==> config.mk <==
export PLATFORM = sky130hd
export DESIGN_NAME = uart_job_loader
export DESIGN_NICKNAME = d
export VERILOG_FILES = /design/src/rtl/uart_sha_pkg.sv /design/src/rtl/uart_byte_timeout.sv /design/src/rtl/uart_job_loader.sv
export SDC_FILE = /design/constraint.sdc
export NUM_CORES = 1
export LEC_CHECK = 0
export CELL_PAD_IN_SITES_DETAIL_PLACEMENT = 1
export CELL_PAD_IN_SITES_GLOBAL_PLACEMENT = 1
export CORE_AREA = 2 2 269 271
export CTS_BUF_LIST = sky130_fd_sc_hd__clkbuf_4 sky130_fd_sc_hd__clkbuf_8 sky130_fd_sc_hd__clkbuf_16
export DETAILED_ROUTE_END_ITERATION = 8
export DIE_AREA = 0 0 271 273
export GPL_TIMING_DRIVEN = 1
export HOLD_SLACK_MARGIN = 0.12
export PLACE_DENSITY = 0.91
export SLEW_MARGIN = 25
export SYNTH_ARGS = -nofsm -noshare
export SYNTH_HDL_FRONTEND = slang
export SYNTH_HIERARCHICAL = 1
export SYNTH_SLANG_ARGS = --single-unit
==> constraint.sdc <==
create_clock -name clk -period 48.7 [get_ports clk]
set_clock_uncertainty 0.15 [all_clocks]
set_input_delay 7.305 -clock clk [delete_from_list [all_inputs] [get_ports clk]]
set_output_delay 7.305 -clock clk [all_outputs]
set_load 0.005 [all_outputs]
==> src/rtl/uart_sha_pkg.sv <==
// uart_sha_pkg: shared constants and FSM type for the UART job loader.
// Frame bytes, status codes, payload field offsets, loader_state_t.
package uart_sha_pkg;

  localparam logic [7:0] HDR        = 8'h4A;
  localparam logic [7:0] CMD_RESET  = 8'h52;

  localparam logic [7:0] ST_ACK     = 8'h41;
  localparam logic [7:0] ST_CSUM    = 8'h43;
  localparam logic [7:0] ST_TIMEOUT = 8'h54;
  localparam logic [7:0] ST_UNEXP   = 8'h45;
  localparam logic [7:0] ST_RSTACK  = 8'h4F;

  localparam int JOB_PAYLOAD_BYTES = 84;

  localparam int OFF_DATA   = 0;
  localparam int OFF_STATE  = 12;
  localparam int OFF_TARGET = 44;
  localparam int OFF_NONCE  = 76;
  localparam int OFF_POS    = 80;

  typedef enum logic [1:0] {
    IDLE,
    RECV,
    CHECK,
    HOLD
  } loader_state_t;

endpackage

==> src/rtl/uart_byte_timeout.sv <==
// uart_byte_timeout: idle counter, pulses expired at TIMEOUT_CYCLES-1.
// Ports: clk, rst (async high), clear, enable, expired.
module uart_byte_timeout #(
  parameter int unsigned TIMEOUT_CYCLES = 10_000_000
) (
  input  logic clk,
  input  logic rst,
  input  logic clear,
  input  logic enable,
  output logic expired
);

  localparam int unsigned W =
    (TIMEOUT_CYCLES > 1) ? $clog2(TIMEOUT_CYCLES) : 1;
  localparam logic [W-1:0] LAST = W'(TIMEOUT_CYCLES - 1);

  logic [W-1:0] count;

  // A byte on the expiry edge wins, so clear masks expired.
  assign expired = enable && !clear && (count == LAST);

  always_ff @(posedge clk or posedge rst) begin
    if (rst) begin
      count <= '0;
    end else if (clear || !enable || expired) begin
      count <= '0;
    end else begin
      count <= count + 1'b1;
    end
  end

endmodule

==> src/rtl/uart_job_loader.sv <==
// uart_job_loader: validates "J"+84 bytes+XOR frames into a held job.
// Ports: byte rx handshake, job valid/ready + fields, status tx handshake.
module uart_job_loader
  import uart_sha_pkg::*;
#(
  parameter int unsigned TIMEOUT_CYCLES = 10_000_000
) (
  input  logic              clk,
  input  logic              in_rst,
  input  logic              in_byte_valid,
  input  logic [7:0]        in_byte_data,
  output logic              out_byte_ready,
  output logic              out_job_valid,
  input  logic              in_job_ready,
  output logic [11:0][7:0]  out_job_data,
  output logic [7:0][31:0]  out_job_state,
  output logic [31:0][7:0]  out_job_target,
  output logic [31:0]       out_job_nonce_base,
  output logic [31:0]       out_job_position,
  output logic              out_status_valid,
  output logic [7:0]        out_status_code,
  input  logic              in_status_ready
);

  loader_state_t state, state_d;

  logic [JOB_PAYLOAD_BYTES-1:0][7:0] payload;
  logic [6:0] cnt;
  logic [7:0] xor_acc;
  logic [7:0] chk;

  logic accept;
  logic expired;
  logic start;
  logic load;
  logic latch;
  logic job_set;
  logic job_clr;
  logic set_status;
  logic [7:0] status_d;

  assign out_byte_ready = !in_rst && !out_status_valid &&
                          (state == IDLE || state == RECV);
  assign accept = in_byte_valid && out_byte_ready;

  uart_byte_timeout #(
    .TIMEOUT_CYCLES(TIMEOUT_CYCLES)
  ) u_timeout (
    .clk    (clk),
    .rst    (in_rst),
    .clear  (accept || state != RECV),
    .enable (state == RECV),
    .expired(expired)
  );

  always_ff @(posedge clk or posedge in_rst) begin
    if (in_rst) begin
      state <= IDLE;
    end else begin
      state <= state_d;
    end
  end

  always_comb begin
    state_d    = state;
    start      = 1'b0;
    load       = 1'b0;
    latch      = 1'b0;
    job_set    = 1'b0;
    job_clr    = 1'b0;
    set_status = 1'b0;
    status_d   = 8'h00;
    unique case (state)
      IDLE: begin
        if (accept) begin
          set_status = 1'b1;
          unique case (1'b1)
            (in_byte_data == HDR): begin
              set_status = 1'b0;
              start      = 1'b1;
              state_d    = RECV;
            end
            (in_byte_data == CMD_RESET): status_d = ST_RSTACK;
            default:                     status_d = ST_UNEXP;
          endcase
        end
      end
      RECV: begin
        if (accept) begin
          if (cnt == 7'(JOB_PAYLOAD_BYTES)) begin
            latch   = 1'b1;
            state_d = CHECK;
          end else begin
            load = 1'b1;
          end
        end else if (expired) begin
          set_status = 1'b1;
          status_d   = ST_TIMEOUT;
          state_d    = IDLE;
        end
      end
      CHECK: begin
        set_status = 1'b1;
        if (chk == xor_acc) begin
          job_set  = 1'b1;
          status_d = ST_ACK;
          state_d  = HOLD;
        end else begin
          status_d = ST_CSUM;
          state_d  = IDLE;
        end
      end
      HOLD: begin
        if (in_job_ready) begin
          job_clr = 1'b1;
          state_d = IDLE;
        end
      end
      default: state_d = IDLE;
    endcase
  end

  always_ff @(posedge clk or posedge in_rst) begin
    if (in_rst) begin
      payload          <= '0;
      cnt              <= '0;
      xor_acc          <= '0;
      chk              <= '0;
      out_job_valid    <= 1'b0;
      out_status_valid <= 1'b0;
      out_status_code  <= '0;
    end else begin
      if (start) begin
        cnt     <= '0;
        xor_acc <= '0;
      end
      if (load) begin
        cnt     <= cnt + 7'd1;
        xor_acc <= xor_acc ^ in_byte_data;
      end
      for (int i = 0; i < JOB_PAYLOAD_BYTES; i++) begin
        if (load && cnt == 7'(i)) payload[i] <= in_byte_data;
      end
      if (latch) chk <= in_byte_data;
      if (job_set) begin
        out_job_valid <= 1'b1;
      end else if (job_clr) begin
        out_job_valid <= 1'b0;
      end
      if (set_status) begin
        out_status_valid <= 1'b1;
        out_status_code  <= status_d;
      end else if (in_status_ready) begin
        out_status_valid <= 1'b0;
      end
    end
  end

  // Midstate words are big-endian, word 7 first in the stream.
  always_comb begin
    for (int i = 0; i < 12; i++) begin
      out_job_data[i] = payload[OFF_DATA + i];
    end
    for (int w = 0; w < 8; w++) begin
      out_job_state[w] = {payload[OFF_STATE + 4*(7-w)],
                          payload[OFF_STATE + 4*(7-w) + 1],
                          payload[OFF_STATE + 4*(7-w) + 2],
                          payload[OFF_STATE + 4*(7-w) + 3]};
    end
    for (int i = 0; i < 32; i++) begin
      out_job_target[i] = payload[OFF_TARGET + i];
    end
    out_job_nonce_base = {payload[OFF_NONCE], payload[OFF_NONCE+1],
                          payload[OFF_NONCE+2], payload[OFF_NONCE+3]};
    out_job_position   = {payload[OFF_POS], payload[OFF_POS+1],
                          payload[OFF_POS+2], payload[OFF_POS+3]};
  end

endmodule

==> reports/metrics.sh <==
VIAS=19500
MAPPEDNETLISTAREA_UM2=29200
START_UTIL=0.412
MIN_FROM='out_job_state[224]$_DFFE_PP0P_'
GRT_ANTENNA_BEFORE_REPAIR=2
GRT.TOTAL_USAGE=0.290
PLACEMENT.CELL_AREA_UM2=37000
PLACEMENTROWS=98
FINAL-INSTANCE-COUNT-EXCL-FILL=3575
SYNTHARSTFLOPSHARE=1.00
VDD_DROP_MAX_mV=0.0383
REPORT.FINAL.HOLD_VIOL_COUNT=0
WORSTPATHREQUIRED_NS=41.24
CRIT_PATH_END_KIND='output pin'
SETUP_VIOL=0
ROUTE.DETAILED.DRC=0
MIN_PERIOD_OVER_PERIOD=0.333
STATIC-LEAKAGE-POWER_nW=19.2
FIN_HOLD_WS_NS=0.341
CLOCK_INSERTION_DELAY_WORST_SKEW_NS=0.62
PLACED_CELLS=3434
AVGVIACOUNTPERCELL=5.45
YOSYSSEQAREASHARE=0.624
ROUTE.DETAILED.WL_PER_INST_UM=30.3
COUNT_OF_FILLER_CELLS_INSERTED_IN_THE_LAYOUT=6620
YOSYS_WARNINGS=6
CP-STARTPOINT='in_rst'
TRITONCTS_NUM_SINKS=729
REGTOREGSTARTPOINT='state[1]$_DFFE_PP0P_'
DRT.ANTENNA.VIOLATING_NETS=0
MAX_CAPACITANCE_VIOLATION_COUNT=0
NUMCTSBUFFERS=80
POST_CTS_BUFFERS=0
GRT_FIRST_PASS_WIRELENGTH_UM=159000
CRIT_FANOUT=6
FLOORPLAN.DIE.WIDTH_UM=271
CTS_TREE='yes'
CLOCKBUFFERDEPTH=3
DETAILEDPLACE.WORSTSLACK_NS=32.50
REGISTER_AREA_UM2=18200
DETAIL_ROUTE.WIRELENGTH_UM=108000
BUFFER_PORTS.INSERTED=693
WORSTSETUPSTARTPOINTTYPE='input pin'
GRT_SETUP_UNREPAIRED='false'
H_TREE_DEPTH=3
DRT_ITER0_MARKERS=1026
NUMBER_OF_TOP_LEVEL_DESIGN_PORTS=696
CORE-AREA_UM2=71000
CLK_PIN_SLEW_WORST_PATHS_NS=0.06
STATUS='completed'
YS.FLOP_TYPE='sky130_fd_sc_hd__dfrtp_1'
WORST_SLEW_PIN_SLEW_NS=1.02
AREAGROWTHSYNTHTOFINISH_PCT=35.9
CTS_ROOT_BUFFER='sky130_fd_sc_hd__clkbuf_16'
HOLDCRITPATHCLASS='flip-flop to flip-flop'
CRIT_ARRIVAL_NS=8.77
TOTAL_NON_FILLER_CELL_AREA_IN_THE_FINISHED_LAYOUT_UM2=39700
PWR_DENSITY_CELL_nW_PER_UM2=37.9
FINALSETUPTNS_NS=0
FINAL_NETS=2584
CLOCK.FMAX_MHz=61.6
DIE_H_UM=273
TIMING.SLEW.HEADROOM=0.322
FINAL_CORE_UTIL=0.560
NUMBER_OF_GLOBAL_ROUTE_VIAS_BEFORE_REPAIR=22600
CTS_RESIZED=0
DIE_AREA_UM2=74000
CTS_HOLD_BUFFERS=0
GP_ROUTABILITY_CONGESTION=0.813
MULTI_INPUT_AREA_UM2=10400
SETUP_WS_NS=32.48
ANTENNADIODECOUNT=0
SYNTH-EDFF-COUNT=0
DR.PASS1.ITERS=5
SYNTH.FF_LATCH_COUNT=729
SYN-MEAN-INSTANCE-AREA_UM2=15.6
DESIGN_POWER_TOTAL_mW=1.51
TIMING_MAX_TRANSITION_VIOLATIONS_FINAL=0
POST_ROUTE_CELLS_DRIVE_ABOVE_1_SHARE=0.354
GATE_COUNT_OF_THE_MAPPED_NETLIST=1877
HPWL_AFTER_DETAILED_PLACEMENT_UM=70800
POST_SYNTH_NUM_CELL_TYPES=65
GRT_OVERFLOW=0
CRIT_PATH_TIME_FINAL_NS=16.22
TIMING_WORST_SETUP_PATH_TYPE='input pin to output pin'
PIN_COUNT_OF_THE_BIGGEST_NET_ENTERING_GLOBAL_ROUTING=180
[where the power goes]
| part | internal, mW | total, mW | switching (mW) | leakage (nW) |
|---|---|---|---|---|
| clock | 0.372 | 0.631 | 0.259 | 1.38 |
| combinational | 0.0875 | 0.201 | 0.114 | 7.73 |
| sequential | 0.642 | 0.674 | 0.0318 | 10.1 |
| total | 1.10 | 1.51 | 0.404 | 19.2 |
[final timing paths]
check	endpoint	slack, ns	depth (start not counted)
max in group asynchronous	out_job_data[46]$_DFFE_PP0P_	38.00	5
setup / recovery	out_byte_ready	32.48	3
min in group asynchronous	out_job_target[41]$_DFFE_PP0P_	7.24	2
setup reg to reg	out_job_state[84]$_DFFE_PP0P_	45.06	5
hold / removal	out_job_state[224]$_DFFE_PP0P_	0.34	1
hold reg to reg	out_job_state[224]$_DFFE_PP0P_	0.34	1
[cell usage after synthesis, drive strengths merged (3+ instances only)]
library cell,instances,area (um2)
ha,5,62.6
o21ai,47,235
nor2,94,1000
mux2,665,7550
and4,4,35.0
nand3,20,140
nor4,6,52.6
a31oi,4,31.3
buf,23,195
clkbuf,84,317
nor2b,3,18.8
or4,7,60.1
o31ai,4,30.0
nor3,9,56.3
a21oi,15,78.8
nand2b,4,32.5
nand4,12,165
or3,9,56.3
dfrtp,729,18200
o211ai,3,22.5
xnor2,8,70.1
o2111ai,7,61.3
nand2,45,206
inv,14,52.6
and2,4,25.0
xor2,19,166
and3,6,37.5
[placed cells by master (no fill, tap or decap), types with 5 or more instances in the layout]
cell                              instances
sky130_fd_sc_hd__dfrtp_1                729
sky130_fd_sc_hd__clkdlybuf4s50_1        685
sky130_fd_sc_hd__mux2_2                 637
sky130_fd_sc_hd__clkbuf_16               83
sky130_fd_sc_hd__o21ai_0                 46
sky130_fd_sc_hd__nor2_8                  35
sky130_fd_sc_hd__nor2_2                  31
sky130_fd_sc_hd__nand2_1                 30
sky130_fd_sc_hd__nor2_1                  28
sky130_fd_sc_hd__buf_4                   24
sky130_fd_sc_hd__clkbuf_4                20
sky130_fd_sc_hd__clkbuf_8                20
sky130_fd_sc_hd__xor2_1                  19
sky130_fd_sc_hd__mux2_4                  16
sky130_fd_sc_hd__nand2_2                 15
sky130_fd_sc_hd__a21oi_1                 14
sky130_fd_sc_hd__mux2_1                  12
sky130_fd_sc_hd__nand3_1                 12
sky130_fd_sc_hd__inv_1                   11
sky130_fd_sc_hd__or3_1                    9
sky130_fd_sc_hd__nand3_2                  8
sky130_fd_sc_hd__nor3_1                   8
sky130_fd_sc_hd__xnor2_1                  8
sky130_fd_sc_hd__o2111ai_1                7
sky130_fd_sc_hd__clkinv_2                 7
sky130_fd_sc_hd__and3_1                   6
sky130_fd_sc_hd__nand4_4                  6
sky130_fd_sc_hd__nand4_1                  6
sky130_fd_sc_hd__or4_1                    5
sky130_fd_sc_hd__nor4_1                   5
sky130_fd_sc_hd__ha_1                     5
[per-layer routing]
| layer | global-route usage | vias to the layer above | part of all wire |
|---|---|---|---|
| met5 | 0 | - | 0 |
| met4 | 0.159 | 0 | 0.058 |
| met3 | 0.0712 | 301 | 0.064 |
| met2 | 0.516 | 827 | 0.52 |
| met1 | 0.318 | 10300 | 0.36 |
| li1 | - | 8002 | - |
[logic make-up (layout without fill, tap and decap cells)]
| family | Yosys count | after routing | share of synthesized area |
|---|---|---|---|
| xor+xnor | 27 | 27 | 0.00809 |
| mux | 667 | 667 | 0.259 |
| flops | 729 | 729 | 0.624 |
| simple gates | 236 | 236 | 0.0685 |
| fa+ha+maj | 5 | 5 | 0.00214 |
| buf+inv | 121 | 868 | 0.0193 |
| other cells | 1 | 2 | 0.000128 |
| compound gates | 91 | 91 | 0.0189 |
[worst max-delay path, stage by stage]
cell                              delay (ns)
sky130_fd_sc_hd__clkdlybuf4s50_1        0.60
sky130_fd_sc_hd__nor3_1                 0.30
sky130_fd_sc_hd__clkdlybuf4s50_1        0.57
[final cells by class]
type	count	area share
clock buffer	123	0.0630
clock inverter	18	0.00582
multi-input combinational	1028	0.262
sequential	729	0.459
timing repair buffer	713	0.178
inverter	14	0.00151
tap	950	0.0299
[sequential cells by signal, indices dropped and copies added (netlist names), 6 cells and up]
register and flops:
out_job_data 96, out_job_nonce_base 32, out_status_code 6, xor_acc 8, cnt 7, out_job_position 32
u_timeout/count 24, out_job_target 256, out_job_state 256, chk 8
No activity file was read; power rests on OpenSTA's default activity.
